$ cat config.mk
export PLATFORM = sky130hd
export DESIGN_NAME = converter_controller_flat
export DESIGN_NICKNAME = d
export VERILOG_FILES = /design/src/rtl/converter_controller_if.sv /design/src/rtl/converter_controller.sv /design/src/flat_wrapper.sv
export SDC_FILE = /design/constraint.sdc
export NUM_CORES = 1
export LEC_CHECK = 0
export CELL_PAD_IN_SITES_DETAIL_PLACEMENT = 0
export CELL_PAD_IN_SITES_GLOBAL_PLACEMENT = 1
export CORE_MARGIN = 2
export CORE_UTILIZATION = 31
export DETAILED_ROUTE_END_ITERATION = 10
export GPL_TIMING_DRIVEN = 0
export PLACE_DENSITY = 0.89
export SLEW_MARGIN = 20
export SYNTH_ARGS = -nofsm -noshare
export SYNTH_HDL_FRONTEND = slang
export SYNTH_SLANG_ARGS = --single-unit
$ cat constraint.sdc
create_clock -name clk -period 1.9 [get_ports clk]
set_input_delay 0.38 -clock clk [delete_from_list [all_inputs] [get_ports clk]]
set_output_delay 0.38 -clock clk [all_outputs]
set_load 0.02 [all_outputs]
$ cat src/rtl/converter_controller_if.sv
`default_nettype none
// +----------------------------------------------------------------------------+
// | Module   : converter_controller_if                                         |
// | Purpose  : Request/response handshake bundle of converter_controller.      |
// |            master = upstream requester, slave = controller.                |
// | Signals  : req_valid/req_ready/req_op      request handshake + opcode      |
// |            rsp_valid/rsp_ready             response handshake              |
// |            rsp_op/rsp_err                  response opcode and error flag  |
// |            rsp_bin/rsp_gray  [WIDTH]       latched binary/Gray views       |
// |            rsp_bcd/rsp_ex3   [DIGITS*4]    latched BCD/Excess-3 views      |
// | Revision : 1.0  initial release                                            |
// +----------------------------------------------------------------------------+
interface converter_controller_if #(
   parameter int WIDTH  = 8,
   parameter int DIGITS = 3
);
   logic                  req_valid;
   logic                  req_ready;
   logic [2:0]            req_op;
   logic                  rsp_valid;
   logic                  rsp_ready;
   logic [2:0]            rsp_op;
   logic                  rsp_err;
   logic [WIDTH-1:0]      rsp_bin;
   logic [WIDTH-1:0]      rsp_gray;
   logic [DIGITS*4-1:0]   rsp_bcd;
   logic [DIGITS*4-1:0]   rsp_ex3;

   modport master (
      output req_valid, req_op, rsp_ready,
      input  req_ready, rsp_valid, rsp_op, rsp_err,
             rsp_bin, rsp_gray, rsp_bcd, rsp_ex3
   );

   modport slave (
      input  req_valid, req_op, rsp_ready,
      output req_ready, rsp_valid, rsp_op, rsp_err,
             rsp_bin, rsp_gray, rsp_bcd, rsp_ex3
   );
endinterface
`default_nettype wire

$ cat src/rtl/converter_controller.sv
`default_nettype none
// +----------------------------------------------------------------------------+
// | Module   : converter_controller                                            |
// | Purpose  : Sequencing FSM in front of converter_datapath. Accepts one      |
// |            opcode per request handshake, launches the selected engine,     |
// |            waits for done_any, and holds the captured result views until   |
// |            the response handshake. One transaction in flight.             |
// | Ports    : clk, rst (sync, active-high)                                    |
// |            req_rsp        converter_controller_if.slave (req/rsp bundle)   |
// |            op             registered opcode to datapath                    |
// |            start_bin2bcd  1-cycle start, op 2                              |
// |            start_bcd2bin  1-cycle start, op 3                              |
// |            busy_any       datapath busy (status only)                      |
// |            done_any       datapath done for selected op                    |
// |            *_out_comb     datapath result views                            |
// |            ctl_busy       controller not idle                              |
// | Options  : CONV_TIMEOUT_EN - abort WAIT after TIMEOUT_CYCLES with rsp_err  |
// | Revision : 1.0  initial release                                            |
// +----------------------------------------------------------------------------+
module converter_controller #(
   parameter int WIDTH          = 8,
   parameter int DIGITS         = 3,
   parameter int TIMEOUT_CYCLES = 64
) (
   input  logic                  clk,
   input  logic                  rst,
   converter_controller_if.slave req_rsp,
   output logic [2:0]            op,
   output logic                  start_bin2bcd,
   output logic                  start_bcd2bin,
   input  logic                  busy_any,
   input  logic                  done_any,
   input  logic [WIDTH-1:0]      bin_out_comb,
   input  logic [WIDTH-1:0]      gray_out_comb,
   input  logic [DIGITS*4-1:0]   bcd_out_comb,
   input  logic [DIGITS*4-1:0]   ex3_out_comb,
   output logic                  ctl_busy
);

   typedef enum logic [1:0] {
      S_IDLE   = 2'd0,
      S_LAUNCH = 2'd1,
      S_WAIT   = 2'd2,
      S_RESP   = 2'd3
   } state_t;

   localparam logic [2:0] OP_BIN2BCD = 3'd2;
   localparam logic [2:0] OP_BCD2BIN = 3'd3;
   localparam logic [2:0] OP_MAX     = 3'd5;

   state_t                state_q, state_d;
   logic [2:0]            op_q, op_d;
   logic                  start_b2d_q, start_b2d_d;
   logic                  start_d2b_q, start_d2b_d;
   logic [2:0]            rsp_op_q, rsp_op_d;
   logic                  rsp_err_q, rsp_err_d;
   logic [WIDTH-1:0]      rsp_bin_q, rsp_bin_d;
   logic [WIDTH-1:0]      rsp_gray_q, rsp_gray_d;
   logic [DIGITS*4-1:0]   rsp_bcd_q, rsp_bcd_d;
   logic [DIGITS*4-1:0]   rsp_ex3_q, rsp_ex3_d;

   // Engine busy is status only; sequencing relies solely on done_any.
   logic unused_busy;
   assign unused_busy = busy_any;

`ifdef CONV_TIMEOUT_EN
   localparam int              CNT_W    = $clog2(TIMEOUT_CYCLES);
   localparam logic [CNT_W-1:0] TMO_LAST = CNT_W'(TIMEOUT_CYCLES - 1);
   logic [CNT_W-1:0]           tmo_cnt_q, tmo_cnt_d;
`endif

   always_comb begin
      state_d     = state_q;
      op_d        = op_q;
      start_b2d_d = 1'b0;
      start_d2b_d = 1'b0;
      rsp_op_d    = rsp_op_q;
      rsp_err_d   = rsp_err_q;
      rsp_bin_d   = rsp_bin_q;
      rsp_gray_d  = rsp_gray_q;
      rsp_bcd_d   = rsp_bcd_q;
      rsp_ex3_d   = rsp_ex3_q;
`ifdef CONV_TIMEOUT_EN
      tmo_cnt_d   = '0;
`endif
      case (state_q)
         S_IDLE: begin
            if (req_rsp.req_valid) begin
               op_d     = req_rsp.req_op;
               rsp_op_d = req_rsp.req_op;
               if (req_rsp.req_op <= OP_MAX) begin
                  // Starts are registered so they line up with the LAUNCH cycle.
                  start_b2d_d = (req_rsp.req_op == OP_BIN2BCD);
                  start_d2b_d = (req_rsp.req_op == OP_BCD2BIN);
                  state_d     = S_LAUNCH;
               end else begin
                  rsp_err_d  = 1'b1;
                  rsp_bin_d  = '0;
                  rsp_gray_d = '0;
                  rsp_bcd_d  = '0;
                  rsp_ex3_d  = '0;
                  state_d    = S_RESP;
               end
            end
         end
         // done_any may still reflect a previous op here, so it is not sampled.
         S_LAUNCH: state_d = S_WAIT;
         S_WAIT: begin
            if (done_any) begin
               rsp_err_d  = 1'b0;
               rsp_bin_d  = bin_out_comb;
               rsp_gray_d = gray_out_comb;
               rsp_bcd_d  = bcd_out_comb;
               rsp_ex3_d  = ex3_out_comb;
               state_d    = S_RESP;
            end
`ifdef CONV_TIMEOUT_EN
            else if (tmo_cnt_q == TMO_LAST) begin
               // Abort after TIMEOUT_CYCLES WAIT cycles; engine keeps running.
               rsp_err_d  = 1'b1;
               rsp_bin_d  = '0;
               rsp_gray_d = '0;
               rsp_bcd_d  = '0;
               rsp_ex3_d  = '0;
               state_d    = S_RESP;
            end else begin
               tmo_cnt_d = tmo_cnt_q + 1'b1;
            end
`endif
         end
         S_RESP: begin
            if (req_rsp.rsp_ready) state_d = S_IDLE;
         end
         default: state_d = S_IDLE;
      endcase
   end

   always_ff @(posedge clk) begin
      if (rst) begin
         state_q     <= S_IDLE;
         op_q        <= '0;
         start_b2d_q <= 1'b0;
         start_d2b_q <= 1'b0;
         rsp_op_q    <= '0;
         rsp_err_q   <= 1'b0;
         rsp_bin_q   <= '0;
         rsp_gray_q  <= '0;
         rsp_bcd_q   <= '0;
         rsp_ex3_q   <= '0;
`ifdef CONV_TIMEOUT_EN
         tmo_cnt_q   <= '0;
`endif
      end else begin
         state_q     <= state_d;
         op_q        <= op_d;
         start_b2d_q <= start_b2d_d;
         start_d2b_q <= start_d2b_d;
         rsp_op_q    <= rsp_op_d;
         rsp_err_q   <= rsp_err_d;
         rsp_bin_q   <= rsp_bin_d;
         rsp_gray_q  <= rsp_gray_d;
         rsp_bcd_q   <= rsp_bcd_d;
         rsp_ex3_q   <= rsp_ex3_d;
`ifdef CONV_TIMEOUT_EN
         tmo_cnt_q   <= tmo_cnt_d;
`endif
      end
   end

   assign op                = op_q;
   assign start_bin2bcd     = start_b2d_q;
   assign start_bcd2bin     = start_d2b_q;
   assign ctl_busy          = (state_q != S_IDLE);
   assign req_rsp.req_ready = (state_q == S_IDLE);
   assign req_rsp.rsp_valid = (state_q == S_RESP);
   assign req_rsp.rsp_op    = rsp_op_q;
   assign req_rsp.rsp_err   = rsp_err_q;
   assign req_rsp.rsp_bin   = rsp_bin_q;
   assign req_rsp.rsp_gray  = rsp_gray_q;
   assign req_rsp.rsp_bcd   = rsp_bcd_q;
   assign req_rsp.rsp_ex3   = rsp_ex3_q;

endmodule
`default_nettype wire

$ cat src/flat_wrapper.sv
// flat-port wrapper written by rule: the top's interface ports become plain ports
module converter_controller_flat 
#(
   parameter int WIDTH          = 8,
   parameter int DIGITS         = 3,
   parameter int TIMEOUT_CYCLES = 64
)
  (clk, rst, op, start_bin2bcd, start_bcd2bin, busy_any, done_any, bin_out_comb, gray_out_comb, bcd_out_comb, ex3_out_comb, ctl_busy, req_rsp_req_valid, req_rsp_req_op, req_rsp_rsp_ready, req_rsp_req_ready, req_rsp_rsp_valid, req_rsp_rsp_op, req_rsp_rsp_err, req_rsp_rsp_bin, req_rsp_rsp_gray, req_rsp_rsp_bcd, req_rsp_rsp_ex3);
  converter_controller_if #(.WIDTH(WIDTH), .DIGITS(DIGITS)) req_rsp_i ();
  input  logic clk;
  input  logic rst;
  output logic [2:0] op;
  output logic start_bin2bcd;
  output logic start_bcd2bin;
  input  logic busy_any;
  input  logic done_any;
  input  logic [WIDTH-1:0] bin_out_comb;
  input  logic [WIDTH-1:0] gray_out_comb;
  input  logic [DIGITS*4-1:0] bcd_out_comb;
  input  logic [DIGITS*4-1:0] ex3_out_comb;
  output logic ctl_busy;
  input wire logic [$bits(req_rsp_i.req_valid)-1:0] req_rsp_req_valid;
  input wire logic [$bits(req_rsp_i.req_op)-1:0] req_rsp_req_op;
  input wire logic [$bits(req_rsp_i.rsp_ready)-1:0] req_rsp_rsp_ready;
  output wire logic [$bits(req_rsp_i.req_ready)-1:0] req_rsp_req_ready;
  output wire logic [$bits(req_rsp_i.rsp_valid)-1:0] req_rsp_rsp_valid;
  output wire logic [$bits(req_rsp_i.rsp_op)-1:0] req_rsp_rsp_op;
  output wire logic [$bits(req_rsp_i.rsp_err)-1:0] req_rsp_rsp_err;
  output wire logic [$bits(req_rsp_i.rsp_bin)-1:0] req_rsp_rsp_bin;
  output wire logic [$bits(req_rsp_i.rsp_gray)-1:0] req_rsp_rsp_gray;
  output wire logic [$bits(req_rsp_i.rsp_bcd)-1:0] req_rsp_rsp_bcd;
  output wire logic [$bits(req_rsp_i.rsp_ex3)-1:0] req_rsp_rsp_ex3;
  assign req_rsp_i.req_valid = req_rsp_req_valid;
  assign req_rsp_i.req_op = req_rsp_req_op;
  assign req_rsp_i.rsp_ready = req_rsp_rsp_ready;
  assign req_rsp_req_ready = req_rsp_i.req_ready;
  assign req_rsp_rsp_valid = req_rsp_i.rsp_valid;
  assign req_rsp_rsp_op = req_rsp_i.rsp_op;
  assign req_rsp_rsp_err = req_rsp_i.rsp_err;
  assign req_rsp_rsp_bin = req_rsp_i.rsp_bin;
  assign req_rsp_rsp_gray = req_rsp_i.rsp_gray;
  assign req_rsp_rsp_bcd = req_rsp_i.rsp_bcd;
  assign req_rsp_rsp_ex3 = req_rsp_i.rsp_ex3;
  converter_controller #(.WIDTH(WIDTH), .DIGITS(DIGITS), .TIMEOUT_CYCLES(TIMEOUT_CYCLES)) u_core (.clk(clk), .rst(rst), .req_rsp(req_rsp_i), .op(op), .start_bin2bcd(start_bin2bcd), .start_bcd2bin(start_bcd2bin), .busy_any(busy_any), .done_any(done_any), .bin_out_comb(bin_out_comb), .gray_out_comb(gray_out_comb), .bcd_out_comb(bcd_out_comb), .ex3_out_comb(ex3_out_comb), .ctl_busy(ctl_busy));
endmodule
==> out/results.ini <==
[detailed_routing]
vias=1928
drt_iter0_markers=77
antenna_left=0
firstDrtPassIters=4
drc_errors=0
wl_per_cell_um=13.3
viasPerCell=4.41
routed_wl_um=5830

[global_routing]
antenna_found_initial=0
grt_usage_pct=14.7
overflow=0
grt_pass1_vias=2042
grt_pass1_wl_um=9920
grt_max_degree=15

[synth]
ys_warn_count=0
synthArstFlopShare_pct=0
syn_nets=284
syn_inst=230
yosys.area.top_type=dfxtp_1
avgSynthCellArea_um2=9.96
synth_edf_count=0
synthMostInstantiatedCell=dfxtp_1
synth_commonest_cells=dfxtp_1 (48), nand2b_1 (45), mux2i_1 (40), nand3b_1 (34), clkbuf_1 (13)
synth_top_area_share_pct=41.9
synth_area_leaders=dfxtp_1 (42%), mux2i_1 (17%), nand2b_1 (12%)
synth_seq_area_share_pct=41.9
synthFlopType=dfxtp_1
ys_types=22
synth-seq-cells=48
syn-cell-area_um2=2290

[layout]
drive_gt1_share_pct=7.10
area_growth_syn_to_layout_pct=54.4
diodes=0
instances_no_fill=437
nets=391
final_util_pct=49.0

[placement]
place_congestion=0.760
dp_cells=427
portBuffers=98
detailed_place_hpwl_um=4270

[timing]
fmax_mhz=559
setup_viol=0
finClkSkew_ps=2.72
worst_pin_slew_ps=473
timing.final.crit_period_ps=1790
relSlewSlack_pct=68.5
post-route-period-util_pct=94.2
slew_violations=0
hold_viol_final=0

[floorplanning]
pin_count=101
die_w_um=90.0
core_region_area_um2=7210
num_rows=31
dieHeight_um=90.0
die-area_um2=8090
initial_core_util_pct=31.8

[clocking]
h-tree-depth=2
cts_tree=done
cts_buffers=5
clock-root-buffer=clkbuf_8
postCtsHoldBufs=0
clockBufferDepth=2
clk_pin_slew_worst_paths_ps=90
clock_latency_ps=290
clock_sinks=48

[setup_path]
cp.required_ps=1520
crit_type=flip-flop to output port
cp-end-kind=output port
startpoint_type=flip-flop
arrival_ps=1410
crit_path_max_fanout=6

[power_and_ir_drop]
p_leak_uw=0.00120
peakVddDrop_v=0.000646
powerDensity_nw_per_um2=953

[flow_run]
cap_violations=0

[min_path]
min_path_type=primary input to flip-flop

[run_status]
outcome=complete, no violations

## sequential cells by signal, indices dropped and copies added (netlist names), 2 cells and up
register	flops
u_core.req_rsp.rsp_bcd	12
u_core.req_rsp.rsp_ex3	12
u_core.req_rsp.rsp_bin	8
u_core.req_rsp.rsp_gray	8
u_core.op	3
u_core.state_q	2
## cell type report
type / instances / area [µm²]
repair buffers: 100 / 992
fillers: 679 / 3680
multi-input cells: 159 / 1220
inverters: 3 / 11.3
plain buffers: 20 / 120
clock buffers: 6 / 72.6
well taps: 99 / 124
flip-flops and latches: 48 / 962
clock inverters: 2 / 35.0
## final timing paths
check                                                        startpoint                                      end  slack (ps)  cells past startpoint
worst max-delay path                     u_core.state_q[0]$_SDFFE_PP0P_                        req_rsp_req_ready         110                      3
worst min-delay path                                                rst                u_core.op[2]$_SDFFE_PP0P_         450                      2
worst max register to register           u_core.state_q[0]$_SDFFE_PP0P_   u_core.req_rsp.rsp_bin[0]$_SDFFE_PP0P_         140                      7
worst min register to register  u_core.req_rsp.rsp_gray[6]$_SDFFE_PP0P_  u_core.req_rsp.rsp_gray[6]$_SDFFE_PP0P_         470                      2
## power breakdown
group          internal, µW  switching [µW]  total, µW
clock network           391             340        731
registers              1090            58.7       1150
logic                   724             765       1490
## critical path: stages (launching register included)
cell,delay (ps)
dfxtp_1,330
inv_1,170
ha_2,270
dlygate4sd2_1,350
## what timing repair did
item	4_1_cts	5_1_grt
resized for setup	3	11
setup endpoints to repair	44	42
setup buffers	2	0
pin swaps	1	0
## kinds of logic after synthesis
kind of cell / count (synthesis) / share of synthesized area, %
AOI/OAI and AO/OA: 7 / 2.46
adders and majority gates: 5 / 2.73
buffers and inverters: 23 / 5.57
DFF: 48 / 41.9
muxes: 41 / 18.0
and+or+nand+nor: 106 / 29.3
## cells in the final DEF (no fill, tap or decap), types with 4 or more instances in the layout
cell type	instances
clkdlybuf4s50_1	95
dfxtp_1	47
nand2b_1	45
mux2i_1	40
nand3b_1	34
clkbuf_1	11
nand2_1	10
nand3_1	5
nor2b_1	5
buf_4	5
clkbuf_8	5
buf_6	4
## layer usage
layer	track usage (%)	part of all wire (%)	vias up	wire, µm
met3	4.02	6.1	2	357
met5	0	0	-	0
met1	18.6	48	876	2780
li1	-	-	988	-
met2	24.4	46	62	2670
met4	4.49	0.39	0	23
## stage by stage
stage / setup slack (ps) / hold WS [ps] / total power [µW] / setup TNS, ps / cell area [µm²]
global route: -9.21 / 474 / 3580 / -19.0 / 3540
detailed placement: -185 / 464 / 2630 / -6110 / 3400
finish: 110 / 451 / 3370 / 0 / 3540
floorplan: 169 / 452 / 2130 / 0 / 2290
global placement: -137 / 457 / 2620 / -5110 / 3400
CTS: 50.5 / 447 / 3370 / 0 / 3510
No activity file was read; power rests on OpenSTA's default activity.
